## src/rtl/csa_accum_resolve.sv

```systemverilog
`timescale 1ns/1ps
// Carry-save accumulator with chunked carry-propagate resolve and valid/ready output.
// Optional macro CSA_SAT_EN: saturate out_data to all ones when the group overflowed.
module csa_accum_resolve #(
    parameter int IN_W  = 8,
    parameter int AW    = 12,
    parameter int CHUNK = 4,
    parameter int CW    = 8
) (
    input  logic            clk,
    input  logic            rst_n,
    input  logic            in_valid,
    output logic            in_ready,
    input  logic [IN_W-1:0] in_a,
    input  logic [IN_W-1:0] in_b,
    input  logic            in_last,
    output logic            out_valid,
    input  logic            out_ready,
    output logic [AW-1:0]   out_data,
    output logic            out_ovf,
    output logic [CW-1:0]   out_beats
);

    localparam int RES_CYC = AW / CHUNK;
    localparam int IW      = $clog2(RES_CYC + 1);

    typedef enum logic [1:0] {ST_ACC, ST_RES, ST_OUT} state_t;

    state_t          r_state;
    state_t          w_next;
    logic [AW-1:0]   r_acc_s;
    logic [AW-1:0]   r_acc_c;
    logic [AW-1:0]   r_res;
    logic            r_ovf;
    logic            r_cin;
    logic [CW-1:0]   r_beats;
    logic [IW-1:0]   r_idx;

    logic [AW-1:0]   w_a;
    logic [AW-1:0]   w_b;
    logic [AW-1:0]   w_s1;
    logic [AW-1:0]   w_c1;
    logic [AW-1:0]   w_c1_sh;
    logic [AW-1:0]   w_s2;
    logic [AW-1:0]   w_c2;
    logic            w_ovf_beat;
    logic [CHUNK:0]  w_chunk_sum;
    logic [AW-1:0]   w_res_final;
    logic            w_accept;
    logic            w_done;

    // 4:2 compressor as two chained full-adder rows; bits pushed past the MSB
    // by either carry row are exactly the weight >= 2^AW contributions.
    assign w_a        = {{(AW-IN_W){1'b0}}, in_a};
    assign w_b        = {{(AW-IN_W){1'b0}}, in_b};
    assign w_s1       = w_a ^ w_b ^ r_acc_s;
    assign w_c1       = (w_a & w_b) | (w_a & r_acc_s) | (w_b & r_acc_s);
    assign w_c1_sh    = {w_c1[AW-2:0], 1'b0};
    assign w_s2       = w_s1 ^ r_acc_c ^ w_c1_sh;
    assign w_c2       = (w_s1 & r_acc_c) | (w_s1 & w_c1_sh) | (r_acc_c & w_c1_sh);
    assign w_ovf_beat = w_c1[AW-1] | w_c2[AW-1];

    // Low chunk of the redundant pair; both registers shift right during resolve.
    assign w_chunk_sum = {1'b0, r_acc_s[CHUNK-1:0]} + {1'b0, r_acc_c[CHUNK-1:0]}
                       + {{CHUNK{1'b0}}, r_cin};

`ifdef CSA_SAT_EN
    assign w_res_final = r_ovf ? {AW{1'b1}} : r_res;
`else
    assign w_res_final = r_res;
`endif

    assign w_accept = in_valid & in_ready;
    assign w_done   = (r_idx == IW'(RES_CYC));

    always_ff @(posedge clk) begin
        if (!rst_n) r_state <= ST_ACC;
        else        r_state <= w_next;
    end

    always_comb begin
        w_next = r_state;
        case (r_state)
            ST_ACC:  if (w_accept && in_last) w_next = ST_RES;
            ST_RES:  if (w_done)              w_next = ST_OUT;
            ST_OUT:  if (out_ready)           w_next = ST_ACC;
            default:                          w_next = ST_ACC;
        endcase
    end

    always_comb begin
        in_ready  = 1'b0;
        out_valid = 1'b0;
        case (r_state)
            ST_ACC:  in_ready  = 1'b1;
            ST_OUT:  out_valid = 1'b1;
            default: ;
        endcase
    end

    // NOTE: non-blocking assignments so every register samples pre-edge values.
    always_ff @(posedge clk) begin
        if (!rst_n) begin
            r_acc_s   <= '0;
            r_acc_c   <= '0;
            r_res     <= '0;
            r_ovf     <= 1'b0;
            r_cin     <= 1'b0;
            r_beats   <= '0;
            r_idx     <= '0;
            out_data  <= '0;
            out_ovf   <= 1'b0;
            out_beats <= '0;
        end else begin
            case (r_state)
                ST_ACC: begin
                    if (w_accept) begin
                        r_acc_s <= w_s2;
                        r_acc_c <= {w_c2[AW-2:0], 1'b0};
                        r_ovf   <= r_ovf | w_ovf_beat;
                        r_beats <= (&r_beats) ? r_beats : r_beats + CW'(1);
                        if (in_last) begin
                            r_idx <= '0;
                            r_cin <= 1'b0;
                        end
                    end
                end
                ST_RES: begin
                    if (!w_done) begin
                        r_acc_s <= r_acc_s >> CHUNK;
                        r_acc_c <= r_acc_c >> CHUNK;
                        r_res   <= {w_chunk_sum[CHUNK-1:0], r_res[AW-1:CHUNK]};
                        r_cin   <= w_chunk_sum[CHUNK];
                        r_idx   <= r_idx + IW'(1);
                        if (r_idx == IW'(RES_CYC - 1))
                            r_ovf <= r_ovf | w_chunk_sum[CHUNK];
                    end else begin
                        out_data  <= w_res_final;
                        out_ovf   <= r_ovf;
                        out_beats <= r_beats;
                    end
                end
                ST_OUT: begin
                    if (out_ready) begin
                        r_acc_s <= '0;
                        r_acc_c <= '0;
                        r_ovf   <= 1'b0;
                        r_beats <= '0;
                    end
                end
                default: ;
            endcase
        end
    end

endmodule
```

## config.mk

```make
export PLATFORM = sky130hd
export DESIGN_NAME = csa_accum_resolve
export DESIGN_NICKNAME = d
export VERILOG_FILES = /design/src/rtl/csa_accum_resolve.sv
export SDC_FILE = /design/constraint.sdc
export NUM_CORES = 1
export LEC_CHECK = 0
export CORE_MARGIN = 1
export CORE_UTILIZATION = 39
export DETAILED_ROUTE_END_ITERATION = 16
export HOLD_SLACK_MARGIN = 0.06
export MAX_ROUTING_LAYER = met4
export PLACE_DENSITY_LB_ADDON = 0.3
export SKIP_LAST_GASP = 1
export SLEW_MARGIN = 20
export SYNTH_ARGS = -nofsm -noshare
export SYNTH_HDL_FRONTEND = slang
export SYNTH_SLANG_ARGS = --single-unit
export TNS_END_PERCENT = 50
```

## constraint.sdc

```tcl
create_clock -name clk -period 2.49 [get_ports clk]
set_input_delay 0.3735 -clock clk [delete_from_list [all_inputs] [get_ports clk]]
set_output_delay 0.3735 -clock clk [all_outputs]
set_load 0.05 [all_outputs]
```

; Yosys cells after proc, flatten, opt, wreduce, memory -nomap -nowiden
; Cells that the tools add are included.
[totals]
input_bits = 21
register_bits = 71
wordCells = 89
out_inout_bits = 23
[classes]
n_eq_ne = 12
mux = 30
reduce_logical = 13
n_bitwise = 19
addsub = 4
[ops]
columns = op, n
row1 = one-hot mux 12 bit (3 select lines), 2
row2 = 2-to-1 mux 12 bit, 5
row3 = AND 12 bit, 3
row4 = bitwise OR 12 bit, 3
row5 = AND 8 x 12 -> 12 bit, 2
row6 = 2-to-1 mux 8 bit, 3
row7 = bitwise XOR 12 bit, 2
row8 = != test 2 bit (second input constant), 8
row9 = one-hot mux 8 bit (2 select lines), 1
row10 = 2-to-1 mux 2 bit, 6
row11 = bitwise OR 8 x 12 -> 12 bit, 1
row12 = AND reduction 4 bit, 3
row13 = bitwise XOR 8 x 12 -> 12 bit, 1
row14 = 2-to-1 mux 1 bit, 9
row15 = adder 8 x 1 -> 8 bit (second input constant), 1
row16 = AND 8 bit, 1
row17 = AND reduction 8 bit, 1
row18 = bitwise XOR 8 bit, 1
row19 = equality test 2 bit (second input constant), 3
row20 = one-hot mux 2 bit (3 select lines), 1
row21 = adder 4 x 4 -> 5 bit, 1
row22 = adder 5 x 1 -> 5 bit, 1
row23 = AND reduction 5 bit, 1
row24 = one-hot mux 2 bit (2 select lines), 1
row25 = other kinds (13), 17

; Logic depth before layout (Yosys ltp)
[depth]
depth_word = 10
mapped_depth = 9

; Worst setup path before layout
; OpenSTA, ideal clock, no wires.
[synth_timing]
kind = register -> register
start = reg r_state[0]
end = reg r_acc_c[6]
stages_incl_launch_ff = 9
setup_time_ns = 0.132
synth_period_minus_slack_ns = 2.406
path_slack_ns = 0.084
arrival_time_ns = 2.274
t_required_ns = 2.358
cell_sequence = dfxtp_1 inv_1 ha_1 clkbuf_1 nor3_1 or4_4 clkbuf_1 a311oi_1 nor3_1
[synth_between]
elab_chain_len = 5
elab_cells_between_ends = 11
[synth_rtl]
columns = element, line_no
row1 = start: declaration, 29  ; state_t r_state;
row2 = start signal: assignment, 78  ; else r_state <= w_next;
row3 = logical NOT 2 bit, "94, 115"
row4 = 2-to-1 mux 1 bit, 94  ; case (r_state)
row5 = AND 1 bit, 73  ; assign w_accept = in_valid & in_ready;
row6 = != test 2 bit (no source line), -
row7 = AND reduction 4 bit (no source line), -
row8 = end signal: assignment, 119  ; r_acc_c <= {w_c2[AW-2:0], 1'b0};
row9 = end signal: assignment, 131  ; r_acc_c <= r_acc_c >> CHUNK;
row10 = end: declaration, 32  ; logic [AW-1:0] r_acc_c;
; Several ways; a longest one is shown, not always the timed one.
; A chain may end at the register's enable or synchronous reset.

; Worst setup path in the final report
[layout_timing]
start = reg r_state[0]
end = reg r_acc_c[8]
; Same word-level chain as after synthesis.

==> run metrics <==
Clock Path Buffers 2; Initial Util 0.4071; Gate Count Post-Synth 415; CTS tree done; switching pwr 1.675 mW; Initial DRC Count 118; CP peak stage delay 610 ps; Final Net Count 508; chip width 97.87 um; number of synthesized register bits 71; routed via count 2979; Slew HR 0.5387; H-tree depth 3; kind of end point of the critical path flop; multiplexer area fraction after synthesis 0.01675; Crit Path Category reg2reg; Clock power frac 0.219; # rows 34; Post-Synth Simple-Gate Area 0.2192; final hold vios 0; Gate power share 0.433; area grow syn2layout 21.12%; unrepaired setup endpoints after global routing false; kind of start point of the critical path flop; most frequent cell after synthesis nand2_1; # IOs 44; Leak 1.528 nW; clock skew 10.70 ps; Seq/Total Area, Yosys 0.3965; fraction of power consumed by sequential logic 0.348; Num Clock Sinks 71; Max Slew Vio Count 0; I/O Buffers 43; share of Yosys cell area claimed by the top area cell type 0.3965; Slew @ Worst Pin 690.2 ps; Mapped Area 0.003585 mm^2; pin count of the biggest net entering global routing 40; GPL Wtd Cong 0.8689; Arrival @ worst endpoint 2480 ps; Global Route Usage Sum 0.1795; Routed Antenna Nets 0; syn avg cell area 8.638 um^2; largest family of logic cells by synthesized area simple AND/OR/NAND/NOR gates; via-per-instance ratio 5.254; Max IR drop VDD 729.1 uV; Final Power 4.243 mW; Post-Route WL 7773 um; core area 0.008806 mm^2; die footprint 0.009579 mm^2; worst-path cell chain inv_1 -> ha_1 -> nor2b_1 -> or4_4 -> or3_1 -> a21oi_1; Num CTS Buffers 9; Post-Route Utilization 0.4930; initial antenna violation count 0; wire per inst 13.71 um; DIE HEIGHT 97.87 um; hold buffers post-CTS 0; Clock Latency Late Sink 340 ps; synthesis warning total 0; clk root buf clkbuf_8; XOR/XNOR Fraction of Synth Area 0; ys flop type dfxtp_1; grt total ovfl 0; Async SR Flop Fraction 0; setup tns final 0 ps; Post-synth top cells 79 x nand2_1, 71 x dfxtp_1, 43 x a21oi_1, 26 x nor2_1, 23 x clkbuf_1; compound-cell area share of the yosys netlist 0.1630; ratio of cells with drive above 1 in the final layout 0.06754; Min-Delay Path Class reg2reg; FF-to-FF setup slack 290 ps; first-pass GRT wire length 13460 um; Crit Path Max Fanout 31; Switching Fraction 0.3947; count of final setup violators 0; DPL Wire Length 5476 um; Final Critical Period 2204 ps; PwrDens 977.2 mW/mm^2; cell taking the most area after synthesis dfxtp_1; Req. time, crit path 2760 ps; top cells by area, synth dfxtp_1 40%, fa_1 10%, nand2_1 8.3%, a21oi_1 6.0%, ha_1 4.9%; number of global-route vias before repair 2806; DRT Pass-1 Iters 12; MaxCap Viol Count 0; DRC errors left 2; Critical-path top delay cell or4_4; fmax 0.4537 GHz; placed cell count 552; Yosys cell types 43; ANT cells 0; Setup Buffers After CTS 0; Tcrit/Tclk final 0.8852; failing checks design-rule violations; Internal 2.568 mW; Syn Nets 468; Reg clk slew, reported paths 80 ps; status complete, but fails checks; Post-Layout Cell Count 567; area share of fa/ha/maj cells after synthesis 0.1494; number of synthesized flops with an enable pin 0
-- metrics by stage --
stage	hold WS [ps]	worst slack, ps	instance area, um^2
floorplan	432.2	83.78	3585
global placement	444.9	161.7	4141
detailed placement	448.4	123.8	4141
CTS	458.7	79.11	4339
global route	474.5	177.4	4342
finish	454.7	286.0	4342
-- worst max-delay path, delay by kind of cell (launching register included) --
kind                     cells  cell delay [ps]
AO/OA/AOI/OAI                1              150
adder cells (fa/ha/maj)      1              330
buffers and inverters        1               80
flip-flops                   1              350
AND/OR/NAND/NOR              3             1220
-- kinds of logic (layout without fill, tap and decap cells) --
kind of cell | count (synthesis) | count (layout)
DFF | 71 | 71
muxes | 6 | 6
adders and majority gates | 32 | 32
AOI/OAI and AO/OA | 90 | 90
buffers and inverters | 48 | 92
and+or+nand+nor | 168 | 168
-- layout by cell type (no fill, tap or decap), drive strengths merged, types with 3 or more instances in the layout --
cell type / count
ha: 14
fa: 18
or3: 3
a21oi: 43
nor2b: 19
o21ai: 4
nand3: 7
clkbuf: 12
nand2: 79
dfxtp: 71
nand3b: 5
nor2: 26
nor4: 3
clkdlybuf4s50: 42
a311oi: 15
nand2b: 3
mux2i: 6
inv: 21
nor3: 15
buf: 13
a211oi: 7
-- power by group through the flow --
| stage | registers [mW] | clock network [mW] | logic, mW |
|---|---|---|---|
| 2_1_floorplan | 1.44 | 0 | 1.43 |
| 3_5_place_dp | 1.50 | 0 | 1.83 |
| 5_1_grt | 1.50 | 0.996 | 2.09 |
| 4_1_cts | 1.48 | 0.950 | 1.84 |
| 3_3_place_gp | 1.50 | 0 | 1.81 |
| 6_report | 1.48 | 0.928 | 1.84 |
-- flip-flops by register name, summed over array words and instances (netlist names), 2 cells and up --
signal and cells:
out_beats 8, r_idx 2, r_acc_s 12, r_res 12
r_acc_c 12, r_beats 8, r_state 2, out_data 12
-- path summary, 6_finish.rpt --
path                from          end  cells after the start
max           r_state[0]   r_acc_c[8]                      6
min          out_data[6]  out_data[6]                      2
max reg2reg   r_state[0]   r_acc_c[8]                      6
min reg2reg  out_data[6]  out_data[6]                      2
-- cell type report --
class	count	area [um^2]
flip-flops and latches	71	1421
clock buffers	12	155.1
inverters	21	78.83
clock inverters	3	42.54
multi-input cells	296	1966
fillers	831	4464
repair buffers	56	543.0
well taps	108	135.1
-- metal layers --
layer / vias up / share of wire / GRT usage
met2: 54 / 0.47 / 0.2627
met5: - / 0 / -
li1: 1506 / - / -
met1: 1412 / 0.48 / 0.2439
met4: 0 / 0.012 / 0.07925
met3: 7 / 0.037 / 0.02863
-- what timing repair did --
action | in CTS | in global routing
gates resized for setup | 0 | 1
hold endpoints to repair | 0 | 0
endpoints found under the setup margin | 0 | 1
Power figures use the tool's default switching activity.
